[src/rtl/pia_port_peer_if.sv]
// pia_port_peer_if
// Bundles the signals between pia_port_peer, its local logic and the PIA
// it serves.
//
// Signals:
//   tx_data / tx_valid / tx_ready           byte stream into PIA port A
//   rx_data / rx_valid / rx_ready / rx_count byte stream out of PIA port B (FIFO head)
//   pa_o, ca1_o                              to PIA pa_i, ca1_i
//   ca2_i                                    from PIA ca2_o (1 = PIA holds unread data)
//   pb_i, cb2_i                              from PIA pb_o, cb2_o (cb2 low = data ready)
//   cb1_o                                    to PIA cb1_i (acknowledge strobe)
//
// Modports:
//   slave  - view used by pia_port_peer itself
//   master - view used by the surrounding logic / PIA side
interface pia_port_peer_if #(
   parameter int DEPTH = 4
);
   localparam int CNT_W = $clog2(DEPTH + 1);

   logic [7:0]       tx_data;
   logic             tx_valid;
   logic             tx_ready;
   logic [7:0]       rx_data;
   logic             rx_valid;
   logic             rx_ready;
   logic [CNT_W-1:0] rx_count;
   logic [7:0]       pa_o;
   logic             ca1_o;
   logic             ca2_i;
   logic [7:0]       pb_i;
   logic             cb2_i;
   logic             cb1_o;

   modport slave (
      input  tx_data, tx_valid, rx_ready, ca2_i, pb_i, cb2_i,
      output tx_ready, rx_data, rx_valid, rx_count, pa_o, ca1_o, cb1_o
   );

   modport master (
      output tx_data, tx_valid, rx_ready, ca2_i, pb_i, cb2_i,
      input  tx_ready, rx_data, rx_valid, rx_count, pa_o, ca1_o, cb1_o
   );
endinterface

[src/rtl/pia_port_peer.sv]
// pia_port_peer
// Peripheral-side handshake partner for a 6821 PIA. Bytes from the tx stream
// are presented on port A and strobed in with CA1; the PIA's CA2 level tells
// us when the CPU has consumed them. Bytes offered by the PIA on port B
// (CB2 low) are captured, pushed into a small first-word-fall-through FIFO
// and acknowledged with a CB1 strobe.
//
// Ports:
//   clk  - system clock (shared with the PIA)
//   rst  - synchronous, active-high reset
//   bus  - pia_port_peer_if.slave: tx/rx byte streams and PIA handshake lines
module pia_port_peer #(
   parameter int DEPTH         = 4,
   parameter int STROBE_CYCLES = 12,
   parameter int SETUP_CYCLES  = 2,
   parameter bit CA1_RISING    = 1'b0,
   parameter bit CB1_RISING    = 1'b0
) (
   input logic            clk,
   input logic            rst,
   pia_port_peer_if.slave bus
);
   localparam int CNT_W = $clog2(DEPTH + 1);
   localparam int PW    = (DEPTH > 1) ? $clog2(DEPTH) : 1;
   localparam int TMAX  = (STROBE_CYCLES > SETUP_CYCLES) ? STROBE_CYCLES : SETUP_CYCLES;
   localparam int CW    = $clog2(TMAX + 1);
   // Down-counters are loaded with length-1 and the state advances when they hit 0.
   localparam logic [CW-1:0] STB_LD = CW'(STROBE_CYCLES - 1);
   localparam logic [CW-1:0] SET_LD = (SETUP_CYCLES > 0) ? CW'(SETUP_CYCLES - 1) : '0;

   // ---------------- TX path ----------------
   typedef enum logic [2:0] {
      T_IDLE, T_SETUP, T_STROBE, T_RECOVER, T_WAIT_FULL, T_WAIT_EMPTY
   } tx_state_t;

   tx_state_t      tx_state, tx_state_nx;
   logic [CW-1:0]  tx_cnt, tx_cnt_nx;
   logic [7:0]     pa_q;
   logic           tx_ready_c;
   logic           tx_accept;
   logic           ca1_c;

   assign tx_accept = bus.tx_valid && tx_ready_c;

   always_ff @(posedge clk) begin
      if (rst) begin
         tx_state <= T_IDLE;
         tx_cnt   <= '0;
         pa_q     <= 8'h00;
      end else begin
         tx_state <= tx_state_nx;
         tx_cnt   <= tx_cnt_nx;
         if (tx_accept) pa_q <= bus.tx_data;
      end
   end

   always_comb begin
      tx_state_nx = tx_state;
      tx_cnt_nx   = tx_cnt;
      case (tx_state)
         T_IDLE:
            if (tx_accept) begin
               if (SETUP_CYCLES > 0) begin
                  tx_state_nx = T_SETUP;
                  tx_cnt_nx   = SET_LD;
               end else begin
                  tx_state_nx = T_STROBE;
                  tx_cnt_nx   = STB_LD;
               end
            end
         T_SETUP:
            if (tx_cnt == '0) begin
               tx_state_nx = T_STROBE;
               tx_cnt_nx   = STB_LD;
            end else tx_cnt_nx = tx_cnt - CW'(1);
         T_STROBE:
            if (tx_cnt == '0) begin
               tx_state_nx = T_RECOVER;
               tx_cnt_nx   = STB_LD;
            end else tx_cnt_nx = tx_cnt - CW'(1);
         T_RECOVER:
            if (tx_cnt == '0) tx_state_nx = T_WAIT_FULL;
            else              tx_cnt_nx   = tx_cnt - CW'(1);
         // A PIA not in handshake mode never toggles CA2, so these waits are unbounded.
         T_WAIT_FULL:  if (bus.ca2_i)  tx_state_nx = T_WAIT_EMPTY;
         T_WAIT_EMPTY: if (!bus.ca2_i) tx_state_nx = T_IDLE;
         default:      tx_state_nx = T_IDLE;
      endcase
   end

   always_comb begin
      tx_ready_c = (tx_state == T_IDLE) && !bus.ca2_i;
      ca1_c      = (tx_state == T_STROBE) ? CA1_RISING : !CA1_RISING;
   end

   assign bus.tx_ready = tx_ready_c;
   assign bus.pa_o     = pa_q;
   assign bus.ca1_o    = ca1_c;

   // ---------------- RX path ----------------
   typedef enum logic [1:0] {R_IDLE, R_PUSH, R_STROBE, R_RECOVER} rx_state_t;

   rx_state_t        rx_state, rx_state_nx;
   logic [CW-1:0]    rx_cnt, rx_cnt_nx;
   logic             armed;
   logic [7:0]       hold;
   logic             capture, push, pop;
   logic             cb1_c;
   logic [7:0]       mem [DEPTH];
   logic [PW-1:0]    wr_ptr, rd_ptr;
   logic [CNT_W-1:0] count;

   // armed requires CB2 to have been seen high, so a CB2 stuck low from reset
   // (or left low after our own capture) never produces a spurious byte.
   assign capture = (rx_state == R_IDLE) && armed && !bus.cb2_i;
   // Fullness uses the registered count: a same-cycle pop only unblocks next cycle.
   assign push    = (rx_state == R_PUSH) && (count < CNT_W'(DEPTH));
   assign pop     = (count != '0) && bus.rx_ready;

   always_ff @(posedge clk) begin
      if (rst) begin
         rx_state <= R_IDLE;
         rx_cnt   <= '0;
         armed    <= 1'b0;
         hold     <= 8'h00;
      end else begin
         rx_state <= rx_state_nx;
         rx_cnt   <= rx_cnt_nx;
         if (bus.cb2_i)    armed <= 1'b1;
         else if (capture) armed <= 1'b0;
         if (capture) hold <= bus.pb_i;
      end
   end

   always_comb begin
      rx_state_nx = rx_state;
      rx_cnt_nx   = rx_cnt;
      case (rx_state)
         R_IDLE: if (capture) rx_state_nx = R_PUSH;
         // Holding here withholds CB1, which keeps CB2 low and stalls the CPU.
         R_PUSH:
            if (push) begin
               rx_state_nx = R_STROBE;
               rx_cnt_nx   = STB_LD;
            end
         R_STROBE:
            if (rx_cnt == '0) begin
               rx_state_nx = R_RECOVER;
               rx_cnt_nx   = STB_LD;
            end else rx_cnt_nx = rx_cnt - CW'(1);
         R_RECOVER:
            if (rx_cnt == '0) rx_state_nx = R_IDLE;
            else              rx_cnt_nx   = rx_cnt - CW'(1);
         default: rx_state_nx = R_IDLE;
      endcase
   end

   always_comb begin
      cb1_c = (rx_state == R_STROBE) ? CB1_RISING : !CB1_RISING;
   end

   // FIFO storage is cleared on reset so the head reads 0x00 afterwards.
   always_ff @(posedge clk) begin
      if (rst) begin
         wr_ptr <= '0;
         rd_ptr <= '0;
         count  <= '0;
         for (int i = 0; i < DEPTH; i++) mem[i] <= 8'h00;
      end else begin
         if (push) begin
            mem[wr_ptr] <= hold;
            wr_ptr      <= wr_ptr + PW'(1);
         end
         if (pop) rd_ptr <= rd_ptr + PW'(1);
         count <= count + CNT_W'(push) - CNT_W'(pop);
      end
   end

   assign bus.rx_data  = mem[rd_ptr];
   assign bus.rx_valid = (count != '0);
   assign bus.rx_count = count;
   assign bus.cb1_o    = cb1_c;
endmodule

[src/flat_wrapper.sv]
// flat-port wrapper written by rule: the top's interface ports become plain ports
module pia_port_peer_flat 
#(
   parameter int DEPTH         = 4,
   parameter int STROBE_CYCLES = 12,
   parameter int SETUP_CYCLES  = 2,
   parameter bit CA1_RISING    = 1'b0,
   parameter bit CB1_RISING    = 1'b0
)
  (clk, rst, bus_tx_data, bus_tx_valid, bus_rx_ready, bus_ca2_i, bus_pb_i, bus_cb2_i, bus_tx_ready, bus_rx_data, bus_rx_valid, bus_rx_count, bus_pa_o, bus_ca1_o, bus_cb1_o);
  pia_port_peer_if #(.DEPTH(DEPTH)) bus_i ();
  input logic clk;
  input logic rst;
  input wire logic [$bits(bus_i.tx_data)-1:0] bus_tx_data;
  input wire logic [$bits(bus_i.tx_valid)-1:0] bus_tx_valid;
  input wire logic [$bits(bus_i.rx_ready)-1:0] bus_rx_ready;
  input wire logic [$bits(bus_i.ca2_i)-1:0] bus_ca2_i;
  input wire logic [$bits(bus_i.pb_i)-1:0] bus_pb_i;
  input wire logic [$bits(bus_i.cb2_i)-1:0] bus_cb2_i;
  output wire logic [$bits(bus_i.tx_ready)-1:0] bus_tx_ready;
  output wire logic [$bits(bus_i.rx_data)-1:0] bus_rx_data;
  output wire logic [$bits(bus_i.rx_valid)-1:0] bus_rx_valid;
  output wire logic [$bits(bus_i.rx_count)-1:0] bus_rx_count;
  output wire logic [$bits(bus_i.pa_o)-1:0] bus_pa_o;
  output wire logic [$bits(bus_i.ca1_o)-1:0] bus_ca1_o;
  output wire logic [$bits(bus_i.cb1_o)-1:0] bus_cb1_o;
  assign bus_i.tx_data = bus_tx_data;
  assign bus_i.tx_valid = bus_tx_valid;
  assign bus_i.rx_ready = bus_rx_ready;
  assign bus_i.ca2_i = bus_ca2_i;
  assign bus_i.pb_i = bus_pb_i;
  assign bus_i.cb2_i = bus_cb2_i;
  assign bus_tx_ready = bus_i.tx_ready;
  assign bus_rx_data = bus_i.rx_data;
  assign bus_rx_valid = bus_i.rx_valid;
  assign bus_rx_count = bus_i.rx_count;
  assign bus_pa_o = bus_i.pa_o;
  assign bus_ca1_o = bus_i.ca1_o;
  assign bus_cb1_o = bus_i.cb1_o;
  pia_port_peer #(.DEPTH(DEPTH), .STROBE_CYCLES(STROBE_CYCLES), .SETUP_CYCLES(SETUP_CYCLES), .CA1_RISING(CA1_RISING), .CB1_RISING(CB1_RISING)) u_core (.clk(clk), .rst(rst), .bus(bus_i));
endmodule
[config.mk]
export PLATFORM = sky130hd
export DESIGN_NAME = pia_port_peer_flat
export DESIGN_NICKNAME = d
export VERILOG_FILES = /design/src/rtl/pia_port_peer_if.sv /design/src/rtl/pia_port_peer.sv /design/src/flat_wrapper.sv
export SDC_FILE = /design/constraint.sdc
export NUM_CORES = 1
export LEC_CHECK = 0
export CAP_MARGIN = 20
export CORE_MARGIN = 2
export CORE_UTILIZATION = 55
export CTS_BUF_LIST = sky130_fd_sc_hd__clkbuf_8
export CTS_CLUSTER_DIAMETER = 100
export DETAILED_ROUTE_END_ITERATION = 16
export PLACE_DENSITY = 0.8
export SETUP_SLACK_MARGIN = 0.5
export SLEW_MARGIN = 25
export SYNTH_ARGS = -nofsm -noshare
export SYNTH_HDL_FRONTEND = slang
export SYNTH_SLANG_ARGS = --single-unit
[constraint.sdc]
create_clock -name clk -period 2.2 [get_ports clk]
set_clock_uncertainty 0.1 [all_clocks]
set_input_delay 0.44 -clock clk [delete_from_list [all_inputs] [get_ports clk]]
set_output_delay 0.44 -clock clk [all_outputs]
set_load 0.005 [all_outputs]
==> impl_metrics.py <==
metrics = {
    "outcome": {
        "outcome": "finished clean",
    },
    "setup_path": {
        "cp-start-kind": "flop",
        "critPathKind": "reg -> out",
        "cpMostUsedCell": "buf_12",
        "critPathCaptureType": "primary output",
        "worst-endpoint-arrival_ns": 1.55,
        "worstPathRequired_ns": 1.66,
        "max_stage_delay_ns": 0.51,
        "path_max_fanout": 5,
        "r2r_cells": 6,
        "path_cells": "buf_12 > buf_12 > mux4_2 > buf_6",
        "cpMaxStageDelayCell": "mux4_2",
    },
    "timing": {
        "rsz0062_at_grt": "true",
        "tightest_slew_ns": 0.4275,
        "max_freq_ghz": 0.4780,
        "fin_crit_sh": 0.9510,
        "slew_viol_final": 0,
        "hold_violations": 0,
        "setup_viol": 0,
        "period_needed_ns": 2.092,
        "fin_setup_tns_ns": 0,
        "maxSlewHeadroom": 0.7146,
    },
    "clock_network": {
        "cts_buffers": 9,
        "clk_transition_reported_paths_ns": 0.07,
        "root_buffer": "clkbuf_8",
        "cts_buffer_depth": 2,
        "insertion_delay_ns": 0.33,
        "cts_hold_buffers": 0,
        "clock-sinks": 71,
        "tritoncts": "yes",
        "htreeDepth": 3,
    },
    "logic_synthesis": {
        "synth.distinct_cells": 49,
        "netlist_area_um2": 3271,
        "syn_avg_cell_area_um2": 11.72,
        "syn_nets": 313,
        "yosys_warnings": 0,
        "ys_ff_latch": 71,
        "syn_inst": 279,
        "synth_ff_type": "dfxtp_1",
        "synth_top_family_by_area": "simple AND/OR/NAND/NOR gates",
        "synth_compound_area_frac": 0.06312,
        "seq_area_frac_synth": 0.5325,
        "synth_top_cell_by_area": "edfxtp_1",
        "synth.area.top_cells": "edfxtp_1, dfxtp_1, mux4_2",
        "synthArstFlopShare": 0,
        "synth_fa_ha_area_frac": 0.04820,
        "synth_edf_count": 32,
        "synth_mux_area_frac": 0.1071,
        "synth.top_cell.area_share": 0.2938,
        "synth-xor-area-share": 0.02410,
        "yosys.area_share.simple": 0.1894,
    },
    "power": {
        "pwr-share-comb": 0.462,
        "p_int_mw": 3.320,
        "power_density_nw_per_um2": 1080,
        "switchingPower_mw": 1.705,
        "irDropWorstVdd_mv": 0.7579,
        "pwr-share-clk": 0.176,
        "p_sw_frac": 0.3393,
        "p_leak_nw": 1.976,
        "p_seq_frac": 0.362,
    },
    "drt": {
        "drcViolationCount": 0,
        "vias_per_cell": 5.404,
        "drt_iter0_drc": 100,
        "drtPass1Iterations": 4,
        "postRouteAntennaNets": 0,
        "routedWlPerCell_um": 16.15,
        "dr_total_vias": 2437,
        "routed_wl_um": 7282,
    },
    "floorplan": {
        "die_area_um2": 6580,
        "core.rowCount": 28,
        "core_um2": 5816,
        "io_pins": 45,
        "start_util": 0.5624,
        "fp.dieH_um": 81.12,
        "die_w_um": 81.12,
    },
    "min_path": {
        "hold_class": "reg -> reg",
        "hold_depth": 2,
    },
    "finish": {
        "multi_input_area_um2": 1723,
        "nets": 405,
        "drive_gt1_frac": 0.4335,
        "regArea_um2": 1772,
        "area_delta_synth_final_pct": 42.31,
        "finalNonFillerCells": 451,
        "n_antenna_cell": 0,
        "layout_common_cells": "buf_4, nor2_1, edfxtp_1",
        "fillers": 355,
        "layout_commonest_cell": "buf_4",
    },
    "global_route": {
        "grt_usage": 0.2242,
        "antenna_found_initial": 0,
        "overflow": 0,
        "grt_pass1_wl_um": 11030,
        "grt_pass1_vias": 2310,
        "grt_max_degree": 28,
    },
    "placed_design": {
        "place.gp.congestion": 0.8333,
        "place_inst": 399,
        "dp_hpwl_um": 4271,
        "io_buffers": 44,
    },
    "flow_run": {
        "drv_cap": 0,
    },
}
==> state kept, by name, indices dropped and copies added, names as in the netlist, named ones only <==
name,count
u_core.armed,1
u_core.mem,32
u_core.rx_cnt,4
u_core.hold,8
u_core.bus.rx_count,3
u_core.rd_ptr,2
u_core.rx_state,2
u_core.bus.pa_o,8
u_core.wr_ptr,2
u_core.tx_cnt,4
u_core.tx_state,3
==> metrics by stage <==
step	utilization	worst slack, ns	hold WS [ns]	area (µm²)	total power [mW]
after global routing	0.8003	0.07208	0.4246	4654	5.317
after CTS	0.7605	0.1023	0.3960	4423	4.729
after global placement	0.6745	-0.06691	0.3523	3923	3.375
final	0.8003	0.1079	0.3906	4654	5.025
after floorplan	-	0.2904	0.3367	3328	2.816
after detailed placement	0.6745	-0.09574	0.3627	3923	3.432
==> cell type report <==
cell class / count / share of cell area
Clock buffer: 10 / 0.02957
Clock inverter: 6 / 0.006452
Tap cell: 75 / 0.02016
Multi-Input combinational cell: 180 / 0.3702
Timing Repair Buffer: 95 / 0.1806
Inverter: 14 / 0.01237
Sequential cell: 71 / 0.3806
==> final timing paths <==
path	startpoint	to	slack (ns)
worst max-delay path	flop	bus_rx_data[2]	0.11
worst max register to register	u_core.bus.rx_count[1]	u_core.bus.rx_count[1]	0.27
worst min register to register	u_core.armed	u_core.armed	0.39
worst min-delay path	u_core.armed	u_core.armed	0.39
==> what timing repair did <==
item                                    in CTS  in global routing
setup buffers                               29                  7
endpoints found under the setup margin     100                 74
pin swaps                                   16                 19
gates resized for setup                    111                 42
==> layer usage <==
layer	global-route usage	share of wire	vias to the layer above
met5	0	0	-
met4	0.08475	0.022	0
met3	0.04778	0.044	16
met2	0.4041	0.56	62
met1	0.2607	0.38	1188
li1	-	-	1171
==> cell usage after synthesis, drive strengths merged (2+ instances only) <==
| master | count |
|---|---|
| a211oi | 4 |
| a21boi | 2 |
| a21o | 2 |
| a21oi | 7 |
| a31o | 2 |
| and2 | 24 |
| and3 | 10 |
| buf | 6 |
| clkbuf | 8 |
| dfxtp | 39 |
| edfxtp | 32 |
| ha | 11 |
| inv | 14 |
| mux2i | 17 |
| mux4 | 8 |
| nand2 | 3 |
| nand2b | 2 |
| nand3b | 3 |
| nor2 | 35 |
| nor2b | 3 |
| nor3 | 8 |
| nor3b | 4 |
| nor4 | 2 |
| o21bai | 3 |
| or2 | 3 |
| or3 | 2 |
| or3b | 2 |
| xnor2 | 6 |
| xor2 | 3 |
==> kinds of logic (layout without fill, tap and decap cells) <==
kind of cell / after synthesis / after routing
buf+inv: 28 / 125
flops: 71 / 71
compound gates: 28 / 28
mux: 25 / 25
xor+xnor: 9 / 9
fa+ha+maj: 12 / 12
simple gates: 106 / 106
==> power by group through the flow <==
| stage | Clock, mW | Combinational [mW] | Sequential (mW) |
|---|---|---|---|
| detailed placement | 0 | 1.61 | 1.82 |
| CTS | 0.886 | 2.05 | 1.80 |
| global placement | 0 | 1.57 | 1.81 |
| finish | 0.885 | 2.32 | 1.82 |
| floorplan | 0 | 1.05 | 1.77 |
| global route | 0.961 | 2.52 | 1.84 |
==> worst max-delay path, delay by kind of cell (launching register included) <==
| kind | cells | cell delay, ns |
|---|---|---|
| buf+inv | 3 | 0.35 |
| mux | 1 | 0.51 |
| flops | 1 | 0.35 |
Power figures use the tool's default switching activity.
